$ cat config.mk
export PLATFORM = sky130hd
export DESIGN_NAME = secded16_enc_pipe
export DESIGN_NICKNAME = d
export VERILOG_FILES = /design/src/rtl/secded16_enc_pipe.sv
export SDC_FILE = /design/constraint.sdc
export NUM_CORES = 1
export LEC_CHECK = 0
export CORE_ASPECT_RATIO = 0.9
export CORE_MARGIN = 2
export CORE_UTILIZATION = 30
export CTS_CLUSTER_SIZE = 10
export DETAILED_ROUTE_END_ITERATION = 7
export HOLD_SLACK_MARGIN = 0.03
export PLACE_DENSITY_LB_ADDON = 0.2
export SLEW_MARGIN = 20
export SYNTH_ARGS = -nofsm -noshare
export SYNTH_HDL_FRONTEND = slang
export SYNTH_SLANG_ARGS = --single-unit
$ cat constraint.sdc
create_clock -name clk -period 3.89 [get_ports clk]
set_input_delay 0.389 -clock clk [delete_from_list [all_inputs] [get_ports clk]]
set_output_delay 0.389 -clock clk [all_outputs]
set_load 0.02 [all_outputs]
$ cat src/rtl/secded16_enc_pipe.sv
// SEC-DED (22,16) encoder, two-stage valid/ready pipeline with error injection.
// Ports: clk, rst (sync, high), in_valid/in_ready/in_data/inj_mask -> out_valid/out_ready/out_data/out_chk, word_cnt.
module secded16_enc_pipe #(
  parameter int CNT_W  = 16,
  parameter bit INJ_EN = 1'b1
) (
  input  logic             clk,
  input  logic             rst,
  input  logic             in_valid,
  output logic             in_ready,
  input  logic [15:0]      in_data,
  input  logic [21:0]      inj_mask,
  output logic             out_valid,
  input  logic             out_ready,
  output logic [15:0]      out_data,
  output logic [5:0]       out_chk,
  output logic [CNT_W-1:0] word_cnt
);

  // Each mask selects the Hamming positions whose index has bit k set.
  localparam logic [21:0] M0 = 22'h2AAAAA;
  localparam logic [21:0] M1 = 22'h0CCCCC;
  localparam logic [21:0] M2 = 22'h30F0F0;
  localparam logic [21:0] M3 = 22'h00FF00;
  localparam logic [21:0] M4 = 22'h3F0000;

  logic        a_vld;
  logic [15:0] a_data;
  logic [21:0] a_mask;
  logic        b_vld;
  logic [21:0] b_code;

  logic        b_take;
  logic        in_xfer;
  logic [21:0] pos_vec;
  logic [5:0]  chk;
  logic [21:0] code;

  assign b_take   = !b_vld || out_ready;
  assign in_ready = !a_vld || b_take;
  assign in_xfer  = in_valid && in_ready;

  // Data laid out on positions 1..21; power-of-two slots and slot 0 are 0.
  assign pos_vec = {a_data[15:11], 1'b0,
                    a_data[10:4],  1'b0,
                    a_data[3:1],   1'b0,
                    a_data[0],     3'b000};

  always_comb begin
    chk    = '0;
    chk[0] = ^(pos_vec & M0);
    chk[1] = ^(pos_vec & M1);
    chk[2] = ^(pos_vec & M2);
    chk[3] = ^(pos_vec & M3);
    chk[4] = ^(pos_vec & M4);
    chk[5] = (^a_data) ^ (^chk[4:0]);
  end

  assign code = {chk, a_data} ^ a_mask;

  always_ff @(posedge clk) begin
    if (rst) begin
      a_vld  <= 1'b0;
      a_data <= '0;
      a_mask <= '0;
    end else if (in_xfer) begin
      a_vld  <= 1'b1;
      a_data <= in_data;
      a_mask <= INJ_EN ? inj_mask : '0;
    end else if (b_take) begin
      a_vld <= 1'b0;
    end
  end

  always_ff @(posedge clk) begin
    if (rst) begin
      b_vld  <= 1'b0;
      b_code <= '0;
    end else if (b_take) begin
      b_vld <= a_vld;
      if (a_vld) begin
        b_code <= code;
      end
    end
  end

  always_ff @(posedge clk) begin
    if (rst) begin
      word_cnt <= '0;
    end else if (b_vld && out_ready) begin
      word_cnt <= word_cnt + 1'b1;
    end
  end

  assign out_valid = b_vld;
  assign out_data  = b_code[15:0];
  assign out_chk   = b_code[21:16];

endmodule
==> run metrics <==
gate family responsible for the most delay along the worst path=buffers and inverters; Clk Latency, worst-skew pair=between 300 and 400 ps; antenna diode instance count=0; Worst Path Required=~3500 ps; cts repair resizes=0; total clock sinks=between 70 and 80; number of placed I/O pins=a little over 80; residual overflow from global routing=0; Hold Buf Count CTS=0; quantity of I/O buffers inserted on ports=81; CTS tree=built; final number of setup-violating endpoints=0; number of global-route vias before repair=2465; critical path launch point type=input pin; Syn Inst Count=378; clock tree root buffer cell=sky130_fd_sc_hd__clkbuf_16; Global Route Usage Sum=approximately 13%; count of maximum capacitance violations=0; pin count of the biggest net entering global routing=62; DR vias/cell=approximately 4.4; number of search-and-repair iterations in the first detailed-routing pass=4; detail-routed net length per standard cell=13.15 µm; Min-Delay Startpoint=a_vld; CORE AREA=about 11000 µm²; post-detailed-routing wire length=approximately 8000 µm; worst path cell trace=clkdlybuf4s50_1 -> nand3b_1 -> clkdlybuf4s50_1; first-pass GRT wire length=around 13000 µm; Worst Skew=8.500 ps; worst path bufs/invs=2; die area=around 12000 µm²; fraction of the cycle the final worst path needs=57.40%; post-route standard cell area excluding fillers=~4600 µm²; DRC violations left=0; Seq/Total Area, Yosys=~46%; depth of the CTS H-tree=3; Slowest-stage cell, CP=sky130_fd_sc_hd__clkdlybuf4s50_1; launch instance of the worst register-to-register path=a_data[3]; met3 layer wire length in the routed design=roughly 320 µm; startpoint of the most critical setup path=out_ready; post-route worst hold slack=463.3 ps; pins over their slew limit=0; type of the worst setup path=in -> out; achievable clock frequency=around 450 MHz; endpoints failing hold=0; initial cell density of the core=between 30% and 40%; remaining antenna violation count after routing=0; postcts setup bufs=0; cell area after technology mapping=between 3000 and 4000 µm²; commonest non-fill, non-tap cell in the layout=sky130_fd_sc_hd__nand2_1; via count=about 2700; status=completed; clock tree buffer depth=2; clock-pin transition on the worst setup and hold timing paths=approximately 60 ps; critical-path maximum fanout=7; initial drt markers=around 110; num rows=36; area growth from synthesis to layout=35.87%; highest-count cells in the layout ignoring fill and taps=sky130_fd_sc_hd__nand2_1, sky130_fd_sc_hd__clkdlybuf4s50_1, sky130_fd_sc_hd__dfxtp_1; Synth Net Count=approximately 420; Syn Area/Cell=about 9.0 µm²; arrival time reported for the critical path endpoint=between 1500 and 2000 ps; # nets final=a little under 500; number of antenna violations at the first check in global routing=0; standby leakage power=roughly 1.7 nW; top routing layer in use=met4; peak supply drop=between 150 and 200 µV; transition time at the pin with the least slew margin=~640 ps; unrepaired setup endpoints after global routing=false; placed standard-cell area=4300 µm²; power density over cell area=roughly 460 nW/µm²; relative slew slack=approximately 57%; M1 wire length=about 4300 µm; number of different library cells in the post-synthesis netlist=35; Die Span X=roughly 120 µm; count of synthesis-stage warnings from yosys=0; register bit count reported by yosys=between 70 and 80; endpoint kind of the worst setup timing path=output pin; largest incremental delay on the critical path=640 ps; cell occurring most often along the worst timing path=sky130_fd_sc_hd__clkdlybuf4s50_1; global placement routability congestion=between 0.7 and 0.8; Final Critical Period=2233 ps; ratio of cells with drive above 1 in the final layout=under 10%; routed length on met2=between 3000 and 4000 µm; placed wire-length estimate=5812 µm; CTS buffer count=9; total negative slack for setup checks=0 ps; path category of the worst min-delay check=reg -> reg; die height=between 100 and 150 µm
-- state kept, by name, summed over array words and instances (netlist names) --
name,flops
a_data,16
a_mask,22
a_vld,1
b_code,22
out_valid,1
word_cnt,16
-- cell families after synthesis --
family,count (synthesis),synth area share [%]
simple gates,144,18.45
fa+ha+maj,1,0.3683
xor+xnor,54,18.20
flops,78,45.97
buf+inv,26,4.051
compound gates,75,12.96
-- final cells by class --
type | count | area (µm²)
fill | 1080 | 6330
timing repair buffer | 85 | 838.3
clock buffer | 10 | 229.0
multi-input combinational | 274 | 1698
tap | 152 | 190.2
sequential | 78 | 1562
clock inverter | 5 | 83.83
inverter | 4 | 15.01
-- through the flow --
step                std cells  total power, mW  setup slack, ps  utilization [%]
floorplan                 378            1.128             2079                -
global placement          593            1.254             1662            39.29
detailed placement        593            1.257             1681            39.29
CTS                       608            2.149             1668            42.15
global route              608            2.211             1614            42.17
finish                    608            2.121             1657            42.17
-- final timing paths --
| kind | to | depth (start not counted) | slack, ps |
|---|---|---|---|
| max | in_ready | 3 | 1660 |
| min | out_valid | 2 | 460 |
| max reg2reg | b_code[21] | 4 | 1900 |
| min reg2reg | out_valid | 2 | 460 |
-- routing by layer --
metal / up-vias / GRT usage (%)
li1: 1424 / -
met1: 1203 / 20.26
met2: 52 / 18.59
met3: 9 / 2.668
met4: 0 / 5.357
met5: - / 0
-- Yosys cell counts --
library cell / count / area share, %
sky130_fd_sc_hd__inv_1: 4 / 0.44
sky130_fd_sc_hd__a21oi_1: 47 / 6.9
sky130_fd_sc_hd__clkbuf_8: 4 / 1.6
sky130_fd_sc_hd__o31ai_1: 3 / 0.66
sky130_fd_sc_hd__and3_1: 2 / 0.37
sky130_fd_sc_hd__nand2b_1: 1 / 0.18
sky130_fd_sc_hd__nand3b_1: 1 / 0.22
sky130_fd_sc_hd__nor3b_1: 2 / 0.44
sky130_fd_sc_hd__nor4_1: 1 / 0.18
sky130_fd_sc_hd__and4_1: 2 / 0.52
sky130_fd_sc_hd__xnor2_1: 32 / 8.3
sky130_fd_sc_hd__nor3_1: 1 / 0.15
sky130_fd_sc_hd__and4b_1: 1 / 0.29
sky130_fd_sc_hd__nand3_1: 7 / 1.0
sky130_fd_sc_hd__o21ai_0: 3 / 0.44
sky130_fd_sc_hd__a31o_1: 1 / 0.26
sky130_fd_sc_hd__nand4_1: 4 / 0.74
sky130_fd_sc_hd__xnor3_4: 3 / 2.3
sky130_fd_sc_hd__clkbuf_1: 15 / 1.7
sky130_fd_sc_hd__xor3_1: 1 / 0.70
sky130_fd_sc_hd__a31o_2: 1 / 0.26
sky130_fd_sc_hd__or4_1: 3 / 0.66
sky130_fd_sc_hd__buf_1: 3 / 0.33
sky130_fd_sc_hd__nand2_1: 83 / 9.2
sky130_fd_sc_hd__nor2_1: 29 / 3.2
sky130_fd_sc_hd__or3_1: 3 / 0.55
sky130_fd_sc_hd__xor3_2: 1 / 0.74
sky130_fd_sc_hd__a211oi_1: 20 / 4.4
sky130_fd_sc_hd__xor2_1: 13 / 3.4
sky130_fd_sc_hd__dfxtp_1: 78 / 46
sky130_fd_sc_hd__xnor3_1: 2 / 1.3
sky130_fd_sc_hd__xnor3_2: 1 / 0.70
sky130_fd_sc_hd__ha_1: 1 / 0.37
sky130_fd_sc_hd__xnor2_4: 1 / 0.81
sky130_fd_sc_hd__and2_1: 4 / 0.74
-- power breakdown --
| group | internal [mW] | switching (mW) |
|---|---|---|
| registers | 0.844 | 0.0382 |
| clock network | 0.561 | 0.325 |
| logic | 0.201 | 0.153 |
-- tightest hold or removal path, stage by stage, from the launching register on --
cell                      delay, ps
sky130_fd_sc_hd__dfxtp_1        320
sky130_fd_sc_hd__inv_1           50
sky130_fd_sc_hd__a21oi_1         50
No activity file was read; power rests on OpenSTA's default activity.
